<file path="config.mk">
export PLATFORM = sky130hd
export DESIGN_NAME = sk9822_frame_receiver
export DESIGN_NICKNAME = d
export VERILOG_FILES = /design/src/rtl/sk9822_pkg.sv /design/src/rtl/sync_edge_detect.sv /design/src/rtl/sk9822_frame_receiver.sv
export SDC_FILE = /design/constraint.sdc
export NUM_CORES = 1
export LEC_CHECK = 0
export ABC_AREA = 1
export CORE_MARGIN = 8
export CORE_UTILIZATION = 43
export DETAILED_ROUTE_END_ITERATION = 16
export PLACE_DENSITY = 0.76
export SYNTH_ARGS = -nofsm -noshare
export SYNTH_HDL_FRONTEND = slang
export SYNTH_HIERARCHICAL = 1
export SYNTH_SLANG_ARGS = --single-unit
</file>
<file path="constraint.sdc">
create_clock -name clk -period 4.07 [get_ports clk]
set_clock_uncertainty 0.05 [all_clocks]
set_input_delay 0.407 -clock clk [delete_from_list [all_inputs] [get_ports clk]]
set_output_delay 0.407 -clock clk [all_outputs]
set_load 0.05 [all_outputs]
</file>
<file path="src/rtl/sk9822_pkg.sv">
// Shared definitions for the SK9822 serial link: receiver FSM states,
// word geometry and the pixel-word field layout. The strip driver uses
// the same package so both ends agree on the framing.
package sk9822_pkg;

    localparam int WORD_W      = 32;
    localparam int START_ZEROS = 32;

    // Field positions inside a pixel word
    localparam int HDR_MSB = 31;
    localparam int HDR_LSB = 29;
    localparam int BRT_MSB = 28;
    localparam int BRT_LSB = 24;
    localparam int COL_MSB = 23;
    localparam int COL_LSB = 0;

    localparam logic [2:0] PIXEL_HEADER = 3'b111;

    typedef enum logic [1:0] {
        HUNT  = 2'd0,
        PIXEL = 2'd1,
        TAIL  = 2'd2
    } rx_state_t;

    // A word is a pixel only when its three top bits are all ones
    function automatic logic header_ok(input logic [WORD_W-1:0] w);
        return w[HDR_MSB:HDR_LSB] == PIXEL_HEADER;
    endfunction

endpackage

</file>
<file path="src/rtl/sync_edge_detect.sv">
// Brings the asynchronous SK9822 clock and data into the clk domain and
// flags each rising serial-clock edge. Data goes through the same two
// flops as the clock so the sampled bit lines up with the detected edge.
module sync_edge_detect (
    input  logic clk,
    input  logic rst_n,
    input  logic sk9822_clk,
    input  logic sk9822_data,
    output logic bit_strobe,
    output logic bit_value
);

    logic clk_p0, clk_p1, clk_p2;
    logic data_p0, data_p1;

    // Two-flop synchronisers plus one history flop on the clock for edge detection
    always_ff @(posedge clk or negedge rst_n) begin
        if (!rst_n) begin
            clk_p0  <= 1'b0;
            clk_p1  <= 1'b0;
            clk_p2  <= 1'b0;
            data_p0 <= 1'b0;
            data_p1 <= 1'b0;
        end else begin
            clk_p0  <= sk9822_clk;
            clk_p1  <= clk_p0;
            clk_p2  <= clk_p1;
            data_p0 <= sk9822_data;
            data_p1 <= data_p0;
        end
    end

    assign bit_strobe = clk_p1 & ~clk_p2;
    assign bit_value  = data_p1;

endmodule

</file>
<file path="src/rtl/sk9822_frame_receiver.sv">
// Receives an SK9822 frame stream: hunts for the 32-zero start frame,
// collects n_leds pixel words into a staging buffer and publishes the
// whole frame on data_rgb only once the last pixel has arrived. Bad
// headers and mid-frame stalls abort the frame and resynchronise.
module sk9822_frame_receiver
    import sk9822_pkg::*;
#(
    parameter int n_leds         = 13,
    parameter int timeout_cycles = 1024
) (
    input  logic                       clk,
    input  logic                       rst_n,
    input  logic                       sk9822_clk,
    input  logic                       sk9822_data,
    output logic                       pixel_valid,
    output logic [$clog2(n_leds)-1:0]  pixel_idx,
    output logic [31:0]                pixel_word,
    output logic                       frame_done,
    output logic                       frame_error,
    output logic [0:n_leds-1][31:0]    data_rgb
);

    localparam int IDX_W  = $clog2(n_leds);
    localparam int IDLE_W = $clog2(timeout_cycles + 1);

    localparam logic [IDX_W-1:0]  LAST_IDX   = IDX_W'(n_leds - 1);
    localparam logic [IDLE_W-1:0] IDLE_LIMIT = IDLE_W'(timeout_cycles - 1);
    localparam logic [4:0]        LAST_BIT   = 5'(WORD_W - 1);
    localparam logic [4:0]        LAST_ZERO  = 5'(START_ZEROS - 1);

    rx_state_t                  state;
    logic [4:0]                 bit_cnt;
    logic [4:0]                 zero_cnt;
    logic [IDX_W-1:0]           pix_cnt;
    logic [IDLE_W-1:0]          idle_cnt;
    logic [WORD_W-2:0]          shreg;
    logic [0:n_leds-1][31:0]    staging;

    logic                       bit_strobe;
    logic                       bit_value;
    logic                       timeout_fire;
    logic                       take_bit;
    logic                       skip_zero;
    logic                       shift_en;
    logic                       stage_wr;
    logic [WORD_W-1:0]          word_next;

    sync_edge_detect u_sync (
        .clk         (clk),
        .rst_n       (rst_n),
        .sk9822_clk  (sk9822_clk),
        .sk9822_data (sk9822_data),
        .bit_strobe  (bit_strobe),
        .bit_value   (bit_value)
    );

    // A timeout coinciding with an edge wins and the bit is dropped.
    // Leading zeros of an over-long start frame are swallowed until the
    // first header bit of pixel 0.
    always_comb begin
        timeout_fire = (idle_cnt == IDLE_LIMIT);
        take_bit     = bit_strobe & ~timeout_fire;
        skip_zero    = (pix_cnt == '0) && (bit_cnt == '0) && !bit_value;
        shift_en     = take_bit && (state == PIXEL) && !skip_zero;
        word_next    = {shreg, bit_value};
        stage_wr     = shift_en && (bit_cnt == LAST_BIT) && header_ok(word_next);
    end

    // Shift register and staging buffer carry data only, so they are not reset
    always_ff @(posedge clk) begin
        if (shift_en)
            shreg <= word_next[WORD_W-2:0];
        if (stage_wr)
            staging[pix_cnt] <= word_next;
    end

    // Framing FSM, idle watchdog and registered output pulses
    always_ff @(posedge clk or negedge rst_n) begin
        if (!rst_n) begin
            state       <= HUNT;
            bit_cnt     <= '0;
            zero_cnt    <= '0;
            pix_cnt     <= '0;
            idle_cnt    <= '0;
            pixel_valid <= 1'b0;
            pixel_idx   <= '0;
            pixel_word  <= '0;
            frame_done  <= 1'b0;
            frame_error <= 1'b0;
            data_rgb    <= '0;
        end else begin
            pixel_valid <= 1'b0;
            frame_done  <= 1'b0;
            frame_error <= 1'b0;

            if (timeout_fire) begin
                if (state == PIXEL && (bit_cnt != '0 || pix_cnt != '0))
                    frame_error <= 1'b1;
                state    <= HUNT;
                bit_cnt  <= '0;
                pix_cnt  <= '0;
                zero_cnt <= '0;
                idle_cnt <= '0;
            end else begin
                idle_cnt <= bit_strobe ? '0 : idle_cnt + 1'b1;

                if (bit_strobe) begin
                    case (state)
                        HUNT, TAIL: begin
                            if (bit_value) begin
                                zero_cnt <= '0;
                            end else if (zero_cnt == LAST_ZERO) begin
                                zero_cnt <= '0;
                                bit_cnt  <= '0;
                                pix_cnt  <= '0;
                                state    <= PIXEL;
                            end else begin
                                zero_cnt <= zero_cnt + 1'b1;
                            end
                        end
                        PIXEL: begin
                            if (!skip_zero) begin
                                bit_cnt <= bit_cnt + 1'b1;
                                if (bit_cnt == LAST_BIT) begin
                                    if (header_ok(word_next)) begin
                                        pixel_valid <= 1'b1;
                                        pixel_idx   <= pix_cnt;
                                        pixel_word  <= word_next;
                                        if (pix_cnt == LAST_IDX) begin
                                            frame_done <= 1'b1;
                                            data_rgb   <= staging;
                                            data_rgb[n_leds-1] <= word_next;
                                            pix_cnt    <= '0;
                                            zero_cnt   <= '0;
                                            state      <= TAIL;
                                        end else begin
                                            pix_cnt <= pix_cnt + 1'b1;
                                        end
                                    end else begin
                                        frame_error <= 1'b1;
                                        pix_cnt     <= '0;
                                        zero_cnt    <= '0;
                                        state       <= HUNT;
                                    end
                                end
                            end
                        end
                        default: state <= HUNT;
                    endcase
                end
            end
        end
    end

endmodule

</file>
After elaboration in Yosys (flattened, before gate mapping) --
Cells that the tools add are included.
Storage, ports and cells: register bits 934, input port bits 4, output and inout port bits 455, logic and storage cells 149
Operators by class: add/sub/neg operators 4, order comparisons 2, equal/unequal tests 12, muxes and demuxes 58, bitwise operators 6, reductions and logical operators 25
Operators with widths (count):
- $bwmux 416 | 1
- $demux 32 s4 | 1
- $mux 5 | 13
- $mux 32 | 1
- $mux 4 | 8
- $mux 11 | 2
- $mux 1 | 20
- $pmux 5 s2 | 2
- $reduce_and 6->1 | 3
- $mux 2 | 8
- $ne 3x3->1 const B | 4
- $add 11x1->11 const B | 1
- $eq 11x10->1 const B | 1
- $add 5x1->5 const B | 2
- $eq 5x5->1 const B | 2
- $reduce_and 5->1 | 2
- $logic_and 1x1->1 | 8
- $pmux 4 s2 | 1
- $reduce_and 7->1 | 1
- $ge 5x5->1 const B | 1
- $logic_not 5->1 | 1
- $lt 5x1->1 const B | 1
- $not 4->5 | 1
- $reduce_bool 5->1 | 1
- 17 further kinds | 21

Logic depth before layout (Yosys ltp) --
word-level depth 8, gate-level depth with buffers 13, gate-level depth less buffers 10

By module --
Netlist, hierarchy kept.
Modules (own cells, without submodules):
- sk9822_frame_receiver | times used 1, cells an instance 2590, area each 31825.5 um^2, sequential area each 24523.5 um^2
- sync_edge_detect | times used 1, cells an instance 7, area each 135.1 um^2, sequential area each 125.1 um^2

Worst setup path after synthesis --
No wires, ideal clock.
kind register -> register, start reg pix_cnt[0], end reg staging[100] (netlist name), enable pin, setup time 0.421 ns, arrival 2.836 ns, required time 3.599 ns, setup slack 0.763 ns, stages on the path, launching flop included 10, path buffers 1, period minus slack after synthesis 3.307 ns, cell sequence dfrtp_1 > inv_1 > ha_1 > nor3b_1 > nand3_2 > nand3_2 > nor2_4 > buf_2 > nand2_1 > nor2_1
Between the ends: cells in the longest elaborated chain, start to end 7
Ends and longest elaborated chain:
- start, declared | line sk9822_frame_receiver.sv:34 | logic [IDX_W-1:0] pix_cnt;
- start signal, assigned | line sk9822_frame_receiver.sv:137 | pix_cnt <= pix_cnt + 1'b1;
- $logic_not 4->1 | line sk9822_frame_receiver.sv:63 | skip_zero = (pix_cnt == '0) && (bit_cnt == '0) && !bit_value;
- $logic_and 1x1->1 (2 in series) | line sk9822_frame_receiver.sv:63
- $logic_not 1->1
- $logic_and 1x1->1 | line sk9822_frame_receiver.sv:64 | shift_en = take_bit && (state == PIXEL) && !skip_zero;
- $logic_and 1x1->1 (2 in series) | line sk9822_frame_receiver.sv:66 | stage_wr = shift_en && (bit_cnt == LAST_BIT) && header_ok(word_next);
- end signal, assigned by index | line sk9822_frame_receiver.sv:74 | staging[pix_cnt] <= word_next;
- end, declared | line sk9822_frame_receiver.sv:37 | logic [0:n_leds-1][31:0] staging;
No other way between the ends. A chain may end at the register's enable or synchronous reset.

Final worst setup path --
start reg pix_cnt[2], end reg data_rgb[50] (netlist name)
Between the ends: cells in the longest elaborated chain, start to end 5, elaborated cells between the ends (all ways) 6, classes of those cells 1 x eq/ne; 1 x bitwise; 4 x reduce/logical
Ends and longest elaborated chain:
- $logic_not 4->1 | line sk9822_frame_receiver.sv:63
- $logic_and 1x1->1 (2 in series) | line sk9822_frame_receiver.sv:63
- $not 1->1 (no source line)
- $reduce_and 7->1 (no source line) (*)
- end signal, assigned | line sk9822_frame_receiver.sv:131 | data_rgb <= staging;
- end signal, assigned by index | line sk9822_frame_receiver.sv:132 | data_rgb[n_leds-1] <= word_next;
- end, declared | line sk9822_frame_receiver.sv:20 | output logic [0:n_leds-1][31:0] data_rgb
Mark *: on every way between the ends. The rest lies on a longest branch, timed or not.

==> flow_summary.yaml <==
final_layout:
  drive_above_1_share: 0.0756
  seqCellArea_sq_mm: 0.0246
  multi_input_area_sq_mm: 0.00658
  area_growth_pct: 27.7
  final_common_cell: "nand2_1"
  finalNetCount: 3089
  finalCoreUtilization: 0.551
  fin_cells: 4123
  fill_cells: 5993
  final_cell_mix: "nand2_1 (988), dfrtp_1 (486), clkdlybuf4s50_1 (457)"
synthesis:
  netlist-cell-type-count: 28
  synth_compound_area_frac: 0.00352
  synth-adder-area-share: 0.00391
  synthMuxAreaShare: 0
  synthSimpleGateAreaFrac: 0.192
  syn_nets: 2611
  synth-seq-area-share: 0.771
  synth-xor-area-share: 0.00247
  synth_area_sq_mm: 0.0320
  netlist_instances: 2597
  yosys_warnings: 6
  synth_top_family_by_area: "simple AND/OR/NAND/NOR gates"
  ys_seq_elements: 902
  syn_area_per_cell_sq_um: 12.3
grt:
  grt_pass1_vias: 21100
  grt_overflow: 0
  grt_max_degree: 238
  antenna_found_initial: 12
  grt_pass1_wl_mm: 142
  grt.total_usage: 0.231
setup_path:
  max_stage_delay_ns: 0.73
  end_kind: "flip-flop"
  arrival_ns: 3.59
  cp_slowest_cell: "buf_12"
  critPathKind: "flip-flop to flip-flop"
  crit_path_start_kind: "flip-flop"
  path_cells: "inv_2, nand2_1, nor2_1, nand3_2, nand3_2, nor2_4, buf_12, nand3_1, nand2_1"
  crit_required_ns: 4.58
  cp_max_fo: 237
die:
  row_count: 100
  die_x_um: 289
  die-area_sq_mm: 0.0833
  dieHeight_um: 289
  core_sq_mm: 0.0741
  io_pins: 459
  start_util: 0.431
run:
  maxCapViolCount: 0
cts:
  clk_pin_slew_ns: 0.06
  cts.sinks: 902
  cts_max_level: 3
  cts_buffers: 91
  cts_root_buf: "clkbuf_16"
  cts_tree: "done"
  clkLatencyLatePin_ns: 0.65
  cts_setup_buffers: 0
  cts.hold.buffers_added: 1
  postCtsResizedCells: 0
  cts_buffer_depth: 3
route:
  initialDrtViolationCount: 2324
  num_vias: 21600
  dr.pass1.iters: 5
  ant_nets: 0
  wl_per_cell_um: 24.0
  wl_met2_mm: 46.5
  drc: 0
  wl_met1_mm: 39.9
  wl_mm: 98.7
  vias_per_cell: 5.24
  met3_length_mm: 9.02
  top_layer_used: "met4"
sta:
  worst_pin_slew_ns: 1.19
  fmax_ghz: 0.325
  min_period_ns: 3.07
  setup_violations: 0
  slew_viol_final: 0
  final.period_utilization: 0.755
  rsz0062_at_grt: "false"
  finalSetupTns_ns: 0
  finalHoldViolCount: 0
  slew_headroom: 0.204
power_and_ir_drop:
  ir_drop_mv: 0.346
  pwr_density_cell_mw_per_mm2: 441
  p_leak_nw: 18.1
  total_power_mw: 18.0
placement:
  hpwl_mm: 58.9
  gp_congestion: 0.826
  place_inst: 3950
  port_buffers: 458
worst_hold_path:
  hp-class: "input port to flip-flop"
run_status:
  status: "finished clean"
power breakdown:
group	internal [mW]	switching, mW	total (mW)	leakage (nW)
clock	4.78	3.54	8.32	1.44
sequential	9.49	0.0136	9.51	10.5
combinational	0.0352	0.137	0.172	6.18
layer usage:
layer / track usage / vias to the layer above
met5: 0 / -
met4: 0.0849 / 0
met3: 0.0533 / 166
met2: 0.368 / 973
met1: 0.311 / 10900
li1: - / 9626
kinds of logic (layout without fill, tap and decap cells):
| family | count (synthesis) | in the layout |
|---|---|---|
| other | 0 | 4 |
| AO/OA/AOI/OAI | 21 | 21 |
| buffers and inverters | 177 | 730 |
| XOR/XNOR | 9 | 9 |
| adder cells (fa/ha/maj) | 10 | 10 |
| flip-flops | 902 | 902 |
| AND/OR/NAND/NOR | 1478 | 1478 |
cell usage after synthesis:
library cell  number  area, sq um
nor2_1            37          139
ha_1              10          125
nand4_1            2         12.5
nand3_2            2         20.0
nand2_1          988         3710
dfrtp_1          487        12200
nor3b_1            1         7.51
nor2_4             1         11.3
edfxtp_1         415        12500
clkbuf_1          59          221
o21ai_0           13         65.1
clkinv_1           1         3.75
nand3_1          435         2180
o22ai_1            1         6.26
buf_2             74          370
nor3_1             2         10.0
a21oi_1            4         20.0
nand2_2            1         6.26
buf_6             12          135
inv_2              3         11.3
xnor2_1            2         17.5
or2_2              5         31.3
xor2_1             7         61.3
a31oi_1            1         6.26
and3_1             1         6.26
o211ai_1           2         15.0
nor2_2             3         18.8
inv_1             28          105
critical path, delay by kind of cell (launching register included):
family	cells	cell delay, ns
and+or+nand+nor	7	1.40
buffers and inverters	2	0.83
DFF	1	0.44
state kept, by name, indices dropped and copies added, names as in the netlist:
register          count
u_sync/data_p0        1
bit_cnt               5
pixel_valid           1
frame_error           1
state                 2
shreg                31
u_sync/clk_p1         1
u_sync/clk_p0         1
data_rgb            416
pixel_idx             4
idle_cnt             11
pix_cnt               4
pixel_word           32
u_sync/clk_p2         1
frame_done            1
u_sync/bit_value      1
staging             384
zero_cnt              5
metrics by stage:
step / area, sq um / setup slack (ns) / hold WS [ns]
floorplan: 32000 / 0.763 / 0.0614
global placement: 37800 / 1.19 / 0.287
detailed placement: 37800 / 1.18 / 0.290
CTS: 40800 / 1.13 / 0.113
global route: 40800 / 0.875 / 0.137
finish: 40800 / 0.996 / 0.153
final cells by class:
class,count,share of cell area
multi-input cells,1518,0.161
clock inverters,44,0.00996
repair buffers,530,0.129
well taps,969,0.0297
diodes,4,0.000245
clock buffers,124,0.0631
flip-flops and latches,902,0.604
inverters,32,0.00294
path summary, 6_finish.rpt:
| path | start | end | slack (ns) | depth (start not counted) |
|---|---|---|---|---|
| max | pix_cnt[2]$_DFFE_PN0P_ | data_rgb[50]$_DFFE_PN0P_ | 1.0 | 9 |
| max in group asynchronous | rst_n | data_rgb[405]$_DFFE_PN0P_ | 2.34 | 4 |
| min | sk9822_clk | u_sync/clk_p0$_DFF_PN0_ | 0.15 | 1 |
| max reg2reg | pix_cnt[2]$_DFFE_PN0P_ | data_rgb[50]$_DFFE_PN0P_ | 1.0 | 9 |
| min in group asynchronous | rst_n | data_rgb[10]$_DFFE_PN0P_ | 0.43 | 2 |
| min reg2reg | u_sync/data_p0$_DFF_PN0_ | u_sync/bit_value$_DFF_PN0_ | 0.30 | 0 |
No activity file was read; power rests on OpenSTA's default activity.
